## config.mk

```make
export PLATFORM = sky130hd
export DESIGN_NAME = onehot_encoder_pipe
export DESIGN_NICKNAME = d
export VERILOG_FILES = /design/src/rtl/onehot_pkg.sv /design/src/rtl/onehot_grp_enc.sv /design/src/rtl/onehot_encoder_pipe.sv
export SDC_FILE = /design/constraint.sdc
export NUM_CORES = 2
export LEC_CHECK = 0
export BUFFER_PORTS_ARGS = -buffer_cell sky130_fd_sc_hd__buf_2
export CAP_MARGIN = 20
export CORE_AREA = 4 4 405 407
export DETAILED_ROUTE_END_ITERATION = 16
export DIE_AREA = 0 0 409 411
export GPL_ROUTABILITY_DRIVEN = 0
export SLEW_MARGIN = 20
export SYNTH_ARGS = -nofsm -noshare
export SYNTH_HDL_FRONTEND = slang
export SYNTH_SLANG_ARGS = --single-unit
```

## constraint.sdc

```tcl
create_clock -name clk -period 7.28 [get_ports clk]
set_input_delay 2.184 -clock clk [delete_from_list [all_inputs] [get_ports clk]]
set_output_delay 2.184 -clock clk [all_outputs]
set_load 0.02 [all_outputs]
```

## src/rtl/onehot_pkg.sv

```systemverilog
// Shared widths, types and stage-1 payload for the 1024-to-10 pipelined one-hot encoder.
package onehot_pkg;

  localparam int unsigned IN_W   = 10;
  localparam int unsigned OUT_W  = 1024;
  localparam int unsigned GRP_W  = 32;
  localparam int unsigned GW     = 5;
  localparam int unsigned NGRP   = OUT_W / GRP_W;
  localparam int unsigned GSEL_W = IN_W - GW;

  typedef logic [IN_W-1:0] idx_t;
  typedef logic [GW-1:0]   grp_idx_t;

  // Per-group summary captured in stage 1.
  typedef struct packed {
    logic [NGRP-1:0]            any;
    logic [NGRP-1:0]            multi;
    logic [NGRP-1:0][GW-1:0]    lo;
  } s1_t;

  // Constant consistency check for the chosen widths.
  function automatic bit widths_ok();
    return (OUT_W == (32'd1 << IN_W)) && (GRP_W == (32'd1 << GW)) &&
           (NGRP * GRP_W == OUT_W);
  endfunction

endpackage

```

## src/rtl/onehot_grp_enc.sv

```systemverilog
// Combinational encoder for one GRP_W-bit group: any bit set, more than one set, lowest set index.
module onehot_grp_enc
  import onehot_pkg::*;
(
  input  logic [GRP_W-1:0] grp_i,
  output logic             any_c,
  output logic             multi_c,
  output grp_idx_t         lo_c
);

  assign any_c   = |grp_i;
  assign multi_c = |(grp_i & (grp_i - GRP_W'(1)));

  // Scan from the top so the lowest set bit wins.
  always_comb begin
    lo_c = '0;
    for (int i = GRP_W - 1; i >= 0; i--) begin
      if (grp_i[i]) lo_c = GW'(i);
    end
  end

endmodule

```

## src/rtl/onehot_encoder_pipe.sv

```systemverilog
// Two-stage 1024-to-10 one-hot encoder with valid/ready flow control and not-one-hot flagging.
module onehot_encoder_pipe
  import onehot_pkg::*;
(
  input  logic             clk,
  input  logic             rst_n,
  input  logic [OUT_W-1:0] in_data,
  input  logic             in_valid,
  output logic             in_ready,
  output idx_t             out_idx,
  output logic             out_err,
  output logic             out_zero,
  output logic             out_valid,
  input  logic             out_ready
);

  logic [NGRP-1:0]          any_c;
  logic [NGRP-1:0]          multi_c;
  logic [NGRP-1:0][GW-1:0]  lo_c;
  s1_t                      enc_c;

  for (genvar g = 0; g < NGRP; g++) begin : g_grp
    onehot_grp_enc u_enc (
      .grp_i   (in_data[g*GRP_W +: GRP_W]),
      .any_c   (any_c[g]),
      .multi_c (multi_c[g]),
      .lo_c    (lo_c[g])
    );
  end

  assign enc_c = '{any: any_c, multi: multi_c, lo: lo_c};

  logic s1_valid_q, s1_valid_d;
  s1_t  s1_q, s1_d;
  logic out_valid_q, out_valid_d;
  idx_t out_idx_q, out_idx_d;
  logic out_err_q, out_err_d;
  logic out_zero_q, out_zero_d;

  logic s2_adv_c;
  logic s1_adv_c;

  assign s2_adv_c = !out_valid_q || out_ready;
  assign s1_adv_c = !s1_valid_q || s2_adv_c;
  assign in_ready = s1_adv_c;

  // Stage-2 combine: pick the lowest populated group and judge one-hotness.
  logic [GSEL_W-1:0] gsel_c;
  logic              zero_c;
  logic              err_c;
  idx_t              idx_c;

  always_comb begin
    gsel_c = '0;
    for (int g = NGRP - 1; g >= 0; g--) begin
      if (s1_q.any[g]) gsel_c = GSEL_W'(g);
    end
    zero_c = ~|s1_q.any;
    err_c  = zero_c || (|s1_q.multi) || (|(s1_q.any & (s1_q.any - NGRP'(1))));
    idx_c  = zero_c ? '0 : {gsel_c, s1_q.lo[gsel_c]};
  end

  always_comb begin
    s1_valid_d  = s1_valid_q;
    s1_d        = s1_q;
    out_valid_d = out_valid_q;
    out_idx_d   = out_idx_q;
    out_err_d   = out_err_q;
    out_zero_d  = out_zero_q;
    if (s1_adv_c) begin
      s1_valid_d = in_valid;
      if (in_valid) s1_d = enc_c;
    end
    if (s2_adv_c) begin
      out_valid_d = s1_valid_q;
      if (s1_valid_q) begin
        out_idx_d  = idx_c;
        out_err_d  = err_c;
        out_zero_d = zero_c;
      end
    end
  end

  always_ff @(posedge clk or negedge rst_n) begin
    if (!rst_n) begin
      s1_valid_q  <= 1'b0;
      s1_q        <= '0;
      out_valid_q <= 1'b0;
      out_idx_q   <= '0;
      out_err_q   <= 1'b0;
      out_zero_q  <= 1'b0;
    end else begin
      s1_valid_q  <= s1_valid_d;
      s1_q        <= s1_d;
      out_valid_q <= out_valid_d;
      out_idx_q   <= out_idx_d;
      out_err_q   <= out_err_d;
      out_zero_q  <= out_zero_d;
    end
  end

  assign out_valid = out_valid_q;
  assign out_idx   = out_idx_q;
  assign out_err   = out_err_q;
  assign out_zero  = out_zero_q;

endmodule

```

==> flow_summary.yaml <==
logic_synthesis:
  synthesis.instances: 4729
  synth_top_area_share_pct: 19.0
  avgSynthCellArea_um2: 6.63
  netlist_area_um2: 31400
  ys.flop_type: "dfrtp_1"
  syn_nets: 5757
  synth_seq_cells: 238
  yosys-top-cells-area: "dfrtp_1, nor2_1, a21oi_1, o21ai_0, nand2_1"
  synth_compound_area_share_pct: 38.0
  muxShareOfSynthArea_pct: 1.39
  synth_cell_types: 79
  synth_xor_area_share_pct: 0
  ys_async_sr_fraction_pct: 100
  yosysWarnings: 0
  synth_top_area_cell: "dfrtp_1"
  synth_edf_count: 0
  synth_top_family_by_area: "compound AO/OA/AOI/OAI gates"
  synth-adder-area-share_pct: 3.16
  yosys.area_share.simple_pct: 34.5
  ys_seq_area_share_pct: 19.0
setup_path:
  worstPathArrival_ns: 2.76
  max_stage_delay_ns: 0.25
  r2r_setup_slack_ns: 2.90
  crit_path_end_kind: "primary output"
  critPathBufInv: 2
  worstPathMaxFanout: 4
  cp_cell_sequence: "buf_2 > nand3b_1 > buf_2"
  slowest_stage: "nand3b_1"
  cp-start-kind: "input port"
  cp_top_family: "buffers and inverters"
  path_class: "input port to primary output"
  cpMostUsedCell: "buf_2"
  required_ns: 5.10
drt:
  vias_per_cell: 5.58
  drc: 0
  wirelength_mm: 199
  detail_route.iter0.violations: 4712
  drtAntennaViolNets: 0
  drt_pass1_iterations: 9
  num_vias: 44700
  wl_per_cell_um: 24.9
clock_network:
  clk_latency_ns: 0.62
  clk_pin_slew_worst_paths_ns: 0.06
  cts_buffer_depth: 3
  tritoncts.num_buffers: 39
  h-tree-depth: 2
  cts_sinks: 238
  cts.hold.buffers_added: 0
  cts_tree: "built"
  cts_resized: 0
  cts-root-buf: "clkbuf_16"
  post_cts_buffers: 0
die:
  io_pins: 1042
  die-area_um2: 168000
  coreArea_um2: 160000
  die_x_um: 409
  start_util_pct: 19.6
  placementRows: 147
  die_h_um: 411
timing:
  post-route-period-util_pct: 67.9
  worst_pin_slew_ns: 1.10
  hold_viol: 0
  fin_ws_ns: 2.34
  max-slew-margin-rel_pct: 25.7
  finClkSkew_ns: 0.0429
  holdWs_ns: 0.464
  fin_setup_tns_ns: 0
  period_needed_ns: 4.94
  setup_viol: 0
  max_freq_mhz: 202
  grt_setup_unrepaired: "no"
  drv_slew: 0
power_and_ir_drop:
  powerDensity_nw_per_um2: 125
  ir_worst_vdd_v: 0.000117
  p_leak_nw: 14.8
finish:
  layout_commonest_cell: "buf_2"
  utilization_pct: 25.5
  final_layout_size_suffix_gt1_share_pct: 21.2
  multi_input_area_um2: 24200
  seq_area_um2: 5960
  num-nets-final: 6752
  area_growth_pct: 30.1
  final_cell_mix: "buf_2, nor2_1, nand2_1, a21oi_1, o21ai_0"
  n_fill_cell: 17900
placement:
  pre_cts_ws_ns: 1.90
  dp_hpwl_mm: 169
  portBuffers: 1041
global_route:
  grt_overflow: 0
  grtUsageTotal_pct: 22.3
  grt_pass1_vias: 41200
  grt_pass1_wl_mm: 281
  antenna_found_initial: 157
  grt_max_degree: 108
status:
  run_status: "finished, final reports clean"
worst_hold_path:
  min_path_type: "register to register"
flow_run:
  drv_cap: 0
flip-flops by register name (all words and copies together) (netlist names):
name,cells
out_zero,1
s1_q,224
out_valid,1
out_err,1
out_idx,10
s1_valid_q,1
synthesized netlist by cell type, drive strengths merged (60+ instances only):
library cell	count
nand2b	63
o31ai	194
o41ai	60
a21oi	406
clkbuf	111
nor4	205
o22ai	67
dfrtp	238
nor3	262
nor2b	70
nor2	670
o21ai	379
or2	60
nand2	472
or3	118
or4	69
inv	216
nand3	100
maj3	99
a211oi	123
worst min-delay path, stage by stage (launching register included):
cell and delay (ns):
dfrtp_1 0.34, nand2_1 0.05, nand2_1 0.04
cell type report:
type | count | area share (%)
multi-input combinational | 4155 | 59.3
sequential | 238 | 14.6
timing repair buffer | 1074 | 13.5
tap | 2160 | 6.62
clock buffer | 50 | 2.67
inverter | 216 | 1.99
clock inverter | 22 | 0.689
antenna | 102 | 0.625
metrics by stage:
step	instances	instance area [um^2]	power (mW)
final	8017	40800	5.10
after global placement	7843	39200	3.02
after CTS	7915	40600	5.20
after detailed placement	7843	39200	3.05
after floorplan	4729	31400	2.09
after global routing	7985	40800	5.40
path summary, 6_finish.rpt:
check,from,to,depth (start not counted)
setup / recovery,out_ready,in_ready,3
hold / removal,s1_q[92],s1_q[92],2
setup reg to reg,s1_q[215],out_idx[0],10
hold reg to reg,s1_q[92],s1_q[92],2
max in group asynchronous,rst_n,s1_q[74],2
min in group asynchronous,rst_n,s1_q[14],1
layer usage:
metal / part of all wire [%] / vias to the layer above / global-route usage (%)
met2: 47 / 2425 / 37.1
met1: 38 / 21100 / 26.3
met3: 9.2 / 558 / 6.09
met5: 0.24 / - / 0
li1: - / 20600 / -
met4: 5.6 / 74 / 11.2
report_power, final:
group | internal [mW] | switching [mW]
Sequential | 1.40 | 0.129
Clock | 1.24 | 0.824
Combinational | 0.548 | 0.960
cell families (layout without fill, tap and decap cells):
kind of cell	after synthesis	in the layout
mux	39	39
buf+inv	336	1362
flops	238	238
compound gates	1795	1795
simple gates	2222	2222
fa+ha+maj	99	99
other cells	0	102
(Power assumes the default switching activity.)
